File: src/rtl/glb_bank_req_arbiter_pkg.sv
// Shared global-buffer parameters for the per-bank request arbiter.
// Defines requester indices, tag width and the read-tag pipeline entry.
package glb_bank_req_arbiter_pkg;

  // Fixed read latency of the bank memory wrapper, in cycles from rd_en to rdata.
  localparam int TILE2SRAM_RD_DELAY = 3;

  // Number of requesters sharing one bank port.
  localparam int GLB_NUM_REQ = 3;

  // Requester indices.
  localparam int GLB_REQ_PROC   = 0;
  localparam int GLB_REQ_LD_DMA = 1;
  localparam int GLB_REQ_ST_DMA = 2;

  // Width of a requester id carried alongside outstanding reads.
  localparam int GLB_REQ_ID_WIDTH = $clog2(GLB_NUM_REQ);

  // One stage of the read-tag pipeline: a read is in flight for requester id.
  typedef struct packed {
    logic                        valid;
    logic [GLB_REQ_ID_WIDTH-1:0] id;
  } glb_bank_tag_t;

endpackage

File: src/rtl/glb_rr_arbiter.sv
// NUM_REQ-wide round-robin arbiter: combinational one-hot grant searched from
// a rotating priority pointer, pointer advanced past the winner on each grant.
// Every grant is a transfer, because a grant is only given to a valid request.
module glb_rr_arbiter #(
  parameter int NUM_REQ = 3,
  parameter int ID_W    = (NUM_REQ > 1) ? $clog2(NUM_REQ) : 1
) (
  input  logic               clk,
  input  logic               rst,
  input  logic               en,
  input  logic [NUM_REQ-1:0] req,
  output logic [NUM_REQ-1:0] gnt,
  output logic               gnt_valid,
  output logic [ID_W-1:0]    gnt_id
);

  logic [ID_W-1:0] ptr_q;
  logic [ID_W-1:0] ptr_d;
  logic [ID_W:0]   sum;
  logic [ID_W-1:0] idx;

  // Search requesters starting at the pointer, wrapping modulo NUM_REQ.
  always_comb begin
    gnt       = '0;
    gnt_valid = 1'b0;
    gnt_id    = '0;
    sum       = '0;
    idx       = '0;
    if (en) begin
      for (int k = 0; k < NUM_REQ; k++) begin
        sum = {1'b0, ptr_q} + (ID_W+1)'(k);
        if (sum >= (ID_W+1)'(NUM_REQ)) begin
          sum = sum - (ID_W+1)'(NUM_REQ);
        end
        idx = sum[ID_W-1:0];
        if (!gnt_valid && req[idx]) begin
          gnt[idx]  = 1'b1;
          gnt_valid = 1'b1;
          gnt_id    = idx;
        end
      end
    end
  end

  // Next pointer: one past the winner, otherwise unchanged.
  always_comb begin
    ptr_d = ptr_q;
    if (gnt_valid) begin
      ptr_d = (gnt_id == ID_W'(NUM_REQ - 1)) ? '0 : gnt_id + 1'b1;
    end
  end

  // Priority pointer register.
  always_ff @(posedge clk or posedge rst) begin
    if (rst) begin
      ptr_q <= '0;
    end else begin
      ptr_q <= ptr_d;
    end
  end

endmodule

File: src/rtl/glb_bank_req_arbiter.sv
// Per-bank request arbiter: round-robin shares one GLB bank port between the
// processor, load DMA and store DMA, registers the winning command toward the
// bank and routes each fixed-latency read response back to its requester.
//
// Handshake: requester i transfers in a cycle where req_valid[i] && req_ready[i];
// it holds valid and payload stable until then, may drop valid ungranted with
// no effect, and must accept rsp_valid unconditionally (no response backpressure).
module glb_bank_req_arbiter
  import glb_bank_req_arbiter_pkg::*;
#(
  parameter int NUM_REQ         = GLB_NUM_REQ,
  parameter int BANK_ADDR_WIDTH = 16,
  parameter int BANK_DATA_WIDTH = 64,
  parameter int BANK_STRB_WIDTH = BANK_DATA_WIDTH / 8,
  parameter int RD_LATENCY      = TILE2SRAM_RD_DELAY
) (
  input  logic                               clk,
  input  logic                               reset,
  input  logic                               stall,
  input  logic [NUM_REQ-1:0]                 req_valid,
  input  logic [NUM_REQ-1:0]                 req_wr,
  input  logic [NUM_REQ*BANK_ADDR_WIDTH-1:0] req_addr,
  input  logic [NUM_REQ*BANK_DATA_WIDTH-1:0] req_wdata,
  input  logic [NUM_REQ*BANK_STRB_WIDTH-1:0] req_strb,
  output logic [NUM_REQ-1:0]                 req_ready,
  output logic                               bank_wr_en,
  output logic                               bank_rd_en,
  output logic [BANK_ADDR_WIDTH-1:0]         bank_addr,
  output logic [BANK_DATA_WIDTH-1:0]         bank_wdata,
  output logic [BANK_STRB_WIDTH-1:0]         bank_strb,
  input  logic [BANK_DATA_WIDTH-1:0]         bank_rdata,
  output logic [NUM_REQ-1:0]                 rsp_valid,
  output logic [BANK_DATA_WIDTH-1:0]         rsp_data
);

  localparam int ID_W = GLB_REQ_ID_WIDTH;

  logic            grant_en;
  logic            gnt_valid;
  logic [ID_W-1:0] gnt_id;

  logic                       wr_en_q, wr_en_d;
  logic                       rd_en_q, rd_en_d;
  logic [BANK_ADDR_WIDTH-1:0] addr_q, addr_d;
  logic [BANK_DATA_WIDTH-1:0] wdata_q, wdata_d;
  logic [BANK_STRB_WIDTH-1:0] strb_q, strb_d;
  logic [ID_W-1:0]            id_q, id_d;

  glb_bank_tag_t tag_q [RD_LATENCY];
  glb_bank_tag_t tag_d [RD_LATENCY];

  // No grants while stalled, and none while reset holds the block idle.
  assign grant_en = !(stall || reset);

  glb_rr_arbiter #(
    .NUM_REQ (NUM_REQ),
    .ID_W    (ID_W)
  ) u_rr_arbiter (
    .clk       (clk),
    .rst       (reset),
    .en        (grant_en),
    .req       (req_valid),
    .gnt       (req_ready),
    .gnt_valid (gnt_valid),
    .gnt_id    (gnt_id)
  );

  // Next command: strobes pulse for one cycle per transfer, payload holds otherwise.
  always_comb begin
    wr_en_d = 1'b0;
    rd_en_d = 1'b0;
    addr_d  = addr_q;
    wdata_d = wdata_q;
    strb_d  = strb_q;
    id_d    = id_q;
    if (gnt_valid) begin
      wr_en_d = req_wr[gnt_id];
      rd_en_d = !req_wr[gnt_id];
      addr_d  = req_addr[gnt_id*BANK_ADDR_WIDTH +: BANK_ADDR_WIDTH];
      wdata_d = req_wdata[gnt_id*BANK_DATA_WIDTH +: BANK_DATA_WIDTH];
      strb_d  = req_strb[gnt_id*BANK_STRB_WIDTH +: BANK_STRB_WIDTH];
      id_d    = gnt_id;
    end
  end

  // Command register toward the bank.
  always_ff @(posedge clk or posedge reset) begin
    if (reset) begin
      wr_en_q <= 1'b0;
      rd_en_q <= 1'b0;
      addr_q  <= '0;
      wdata_q <= '0;
      strb_q  <= '0;
      id_q    <= '0;
    end else begin
      wr_en_q <= wr_en_d;
      rd_en_q <= rd_en_d;
      addr_q  <= addr_d;
      wdata_q <= wdata_d;
      strb_q  <= strb_d;
      id_q    <= id_d;
    end
  end

  assign bank_wr_en = wr_en_q;
  assign bank_rd_en = rd_en_q;
  assign bank_addr  = addr_q;
  assign bank_wdata = wdata_q;
  assign bank_strb  = strb_q;

  // Tag pipeline: stage 0 captures the issuing read, later stages shift every
  // cycle regardless of stall so the last stage lines up with bank_rdata.
  always_comb begin
    for (int s = 0; s < RD_LATENCY; s++) begin
      tag_d[s] = '0;
    end
    tag_d[0].valid = rd_en_q;
    tag_d[0].id    = id_q;
    for (int s = 1; s < RD_LATENCY; s++) begin
      tag_d[s] = tag_q[s-1];
    end
  end

  // Tag pipeline registers; reset drops every in-flight read.
  always_ff @(posedge clk or posedge reset) begin
    if (reset) begin
      for (int s = 0; s < RD_LATENCY; s++) begin
        tag_q[s] <= '0;
      end
    end else begin
      for (int s = 0; s < RD_LATENCY; s++) begin
        tag_q[s] <= tag_d[s];
      end
    end
  end

  // Response steering: data passes straight through while a response is due,
  // and reads as zero otherwise so idle/reset outputs stay at 0.
  always_comb begin
    rsp_valid = '0;
    rsp_data  = '0;
    if (tag_q[RD_LATENCY-1].valid) begin
      rsp_valid[tag_q[RD_LATENCY-1].id] = 1'b1;
      rsp_data                          = bank_rdata;
    end
  end

endmodule

File: config.mk
export PLATFORM = sky130hd
export DESIGN_NAME = glb_bank_req_arbiter
export DESIGN_NICKNAME = d
export VERILOG_FILES = /design/src/rtl/glb_bank_req_arbiter_pkg.sv /design/src/rtl/glb_rr_arbiter.sv /design/src/rtl/glb_bank_req_arbiter.sv
export SDC_FILE = /design/constraint.sdc
export NUM_CORES = 1
export LEC_CHECK = 0
export CAP_MARGIN = 5
export CORE_AREA = 2 2 195 197
export DETAILED_ROUTE_END_ITERATION = 7
export DIE_AREA = 0 0 197 199
export PLACE_DENSITY = 0.51
export SLEW_MARGIN = 10
export SYNTH_ARGS = -nofsm -noshare
export SYNTH_HDL_FRONTEND = slang
export SYNTH_HIERARCHICAL = 1
export SYNTH_SLANG_ARGS = --single-unit
File: constraint.sdc
create_clock -name clk -period 3.3 [get_ports clk]
set_input_delay 0.66 -clock clk [delete_from_list [all_inputs] [get_ports clk]]
set_output_delay 0.66 -clock clk [all_outputs]
set_load 0.02 [all_outputs]
==> run metrics <==
status=completed; largest stage delay on the critical path=around 550 ps; vias per inst=between 4 and 5; Die H=199 um; max_slew headroom=0.543; first-pass GRT wire length=47,000 um; met1 usage=0.175; sequential cell area fraction in the yosys report=0.372; Pleak=roughly 4.5 nW; Period Utilization, post-route=0.959; Mapped Nets=between 1k and 1.5k; WP data arrival=approximately 2500 ps; CP endpoint kind=primary output; Clock Latency Late Sink=~360 ps; CTS root buf=clkbuf_16; power per standard cell area=605 nW/um2; VDD IR max=about 0.22 mV; Synth area leader=dfrtp_1; CP cell instances=clkdlybuf4s50_1 > buf_4 > nor4b_1 > o211ai_1 > o2111ai_1 > and2_1 > dlygate4sd2_1; Synth Flop Type=dfrtp_1; PostCTS Resize Cnt=5; Die Span X=197 um; Mapped Avg Cell Area=around 10 um2; final wirelength=32,700 um; unrepaired setup endpoints after global routing=yes; Clock Sinks=103; Num CTS Buffers=9; Yosys warnings=6; CTS tree=built; Post-synth EDFFs=0; largest net degree at the start of global routing=between 90 and 100; placed cells=1,598; router iterations before antenna repair=4; ys async rst share=1.00; CTS Buffer Depth=2; core area=approximately 37,000 um2; Inserted Diodes=0; synthesized cell area=roughly 6900 um2; grt ovf=0; initial antenna violation count=1; max-cap check violation count=0; Critical Path RT=2640 ps; Detail Placement HPWL=24,900 um; Slew Limit Fails=0; Total Routing Usage GR=0.159; Cell Area, Placed=around 12,000 um2; global routing's busiest layer=met2; Final Hold Vio Count=0; Worst Hold Path Cells=0; Hold Path Class=flip-flop to flip-flop; wire per inst=roughly 20 um; crit path max fanout=8; DRT antenna net count=0; H-tree levels=3; startpoint types=input pin; CTS clk-pin slew, worst paths=approximately 80 ps; fmax=between 300 and 400 MHz; Setup WS pre-CTS=-101 ps; Layout area overhead=82.7%; CTS Hold Bufs=0; Buffers on Ports=around 500; Final #Nets=approximately 1.5k; Yosys reg bits=between 100 and 150; largest cells by area after synthesis=dfrtp_1 37%, mux2i_1 13%, nand4b_1 11%; worst setup path class=input pin to primary output; Fin Clk Skew=between 10 and 15 ps; number of top-level pins=approximately 500; Mapped Cells=672; Yosys top cell area share=0.372; floorplan row count=just over 70; met2 usage=0.304; R2R cell count=9; non-filler cells, final=between 1.5k and 2k; layout cells sized above 1=0.0606; synth unique cells=46; DR DRC count=0; total die area=39,200 um2; initial core utilization=0.187; Worst Max-Slew Pin Slew=between 600 and 700 ps; min Tclk post-route=3160 ps; Setup violations, final=0; vias=between 7k and 8k; post-CTS setup buffers=0; Slowest-stage cell, CP=clkdlybuf4s50_1; fin worst setup slack=between 100 and 150 ps; vias in the first global route=about 7.3k; placer congestion estimate=0.809; fin area=~13,000 um2; GRT met3 Usage=0.0378; number of DRC markers in iteration 0=280
routing by layer:
metal | wire (um) | vias up
li1 | - | 3386
met1 | 12300 | 3499
met2 | 17700 | 289
met3 | 2250 | 18
met4 | 442 | 0
met5 | 0 | -
kinds of logic (layout without fill, tap and decap cells):
kind of cell    after synthesis  count (layout)  synth area share
fa+ha+maj                     5               5           0.00885
buf+inv                      83             550            0.0733
simple gates                275             275             0.278
compound gates              113             113             0.132
mux                          93              93             0.136
flops                       103             103             0.372
stage by stage:
stage	power, mW	hold WS [ps]	util	setup TNS [ps]
finish	7.65	346	0.341	0
global route	8.12	363	0.341	-4.39
floorplan	4.45	331	-	0
detailed placement	6.66	336	0.334	-132
CTS	7.78	347	0.341	0
global placement	6.63	332	0.334	-43.9
cells in the mapped netlist (7+ instances only):
cell / count
dfrtp_1: 103
nand4b_1: 88
nand2b_1: 94
nor2_1: 8
mux2i_1: 88
buf_2: 19
clkbuf_1: 26
inv_1: 11
and2_1: 67
o211ai_2: 10
o211ai_1: 79
buf_1: 7
layout by cell type (no fill, tap or decap), types with 4 or more instances in the layout:
master,instances
mux2i_1,88
nor2_1,7
o21ai_0,6
nand4b_1,88
and2_1,66
inv_1,10
a21oi_1,4
nor3b_1,4
buf_12,11
clkdlybuf4s50_1,493
mux2_2,4
dfrtp_1,103
o211ai_2,10
o211ai_1,79
clkbuf_16,9
buf_4,17
nand2b_1,93
power breakdown:
group / internal, mW / total, mW / switching [mW]
registers: 1.85 / 2.18 / 0.332
logic: 2.18 / 4.41 / 2.23
clock network: 0.517 / 1.05 / 0.535
sequential cells by signal (all words and copies together) (netlist names):
| signal | count |
|---|---|
| bank_rd_en | 1 |
| u_rr_arbiter/ptr_q | 2 |
| tag_d | 6 |
| bank_addr | 16 |
| id_q | 2 |
| tag_q | 3 |
| bank_wdata | 64 |
| bank_strb | 8 |
| bank_wr_en | 1 |
worst max-delay path: cells and delay by family:
family,cells,cell delay [ps]
buf+inv,3,1110
simple gates,2,470
compound gates,2,260
area by class of cell:
cell class | count | area [um2]
repair buffers | 524 | 5310
flip-flops and latches | 103 | 2580
inverters | 11 | 45.0
multi-input cells | 486 | 3860
well taps | 474 | 593
clock inverters | 4 | 31.3
fillers | 3841 | 24500
clock buffers | 11 | 233
path summary, 6_finish.rpt:
check,slack [ps],from,end
setup reg to reg,570,u_rr_arbiter/ptr_q[0],bank_wdata[50]
setup / recovery,140,req_valid[2],req_ready[0]
hold reg to reg,350,tag_d[4],tag_d[1]
min in group asynchronous,650,reset,u_rr_arbiter/ptr_q[0]
hold / removal,350,tag_d[4],tag_d[1]
max in group asynchronous,1790,reset,bank_strb[7]
(Power assumes the default switching activity.)
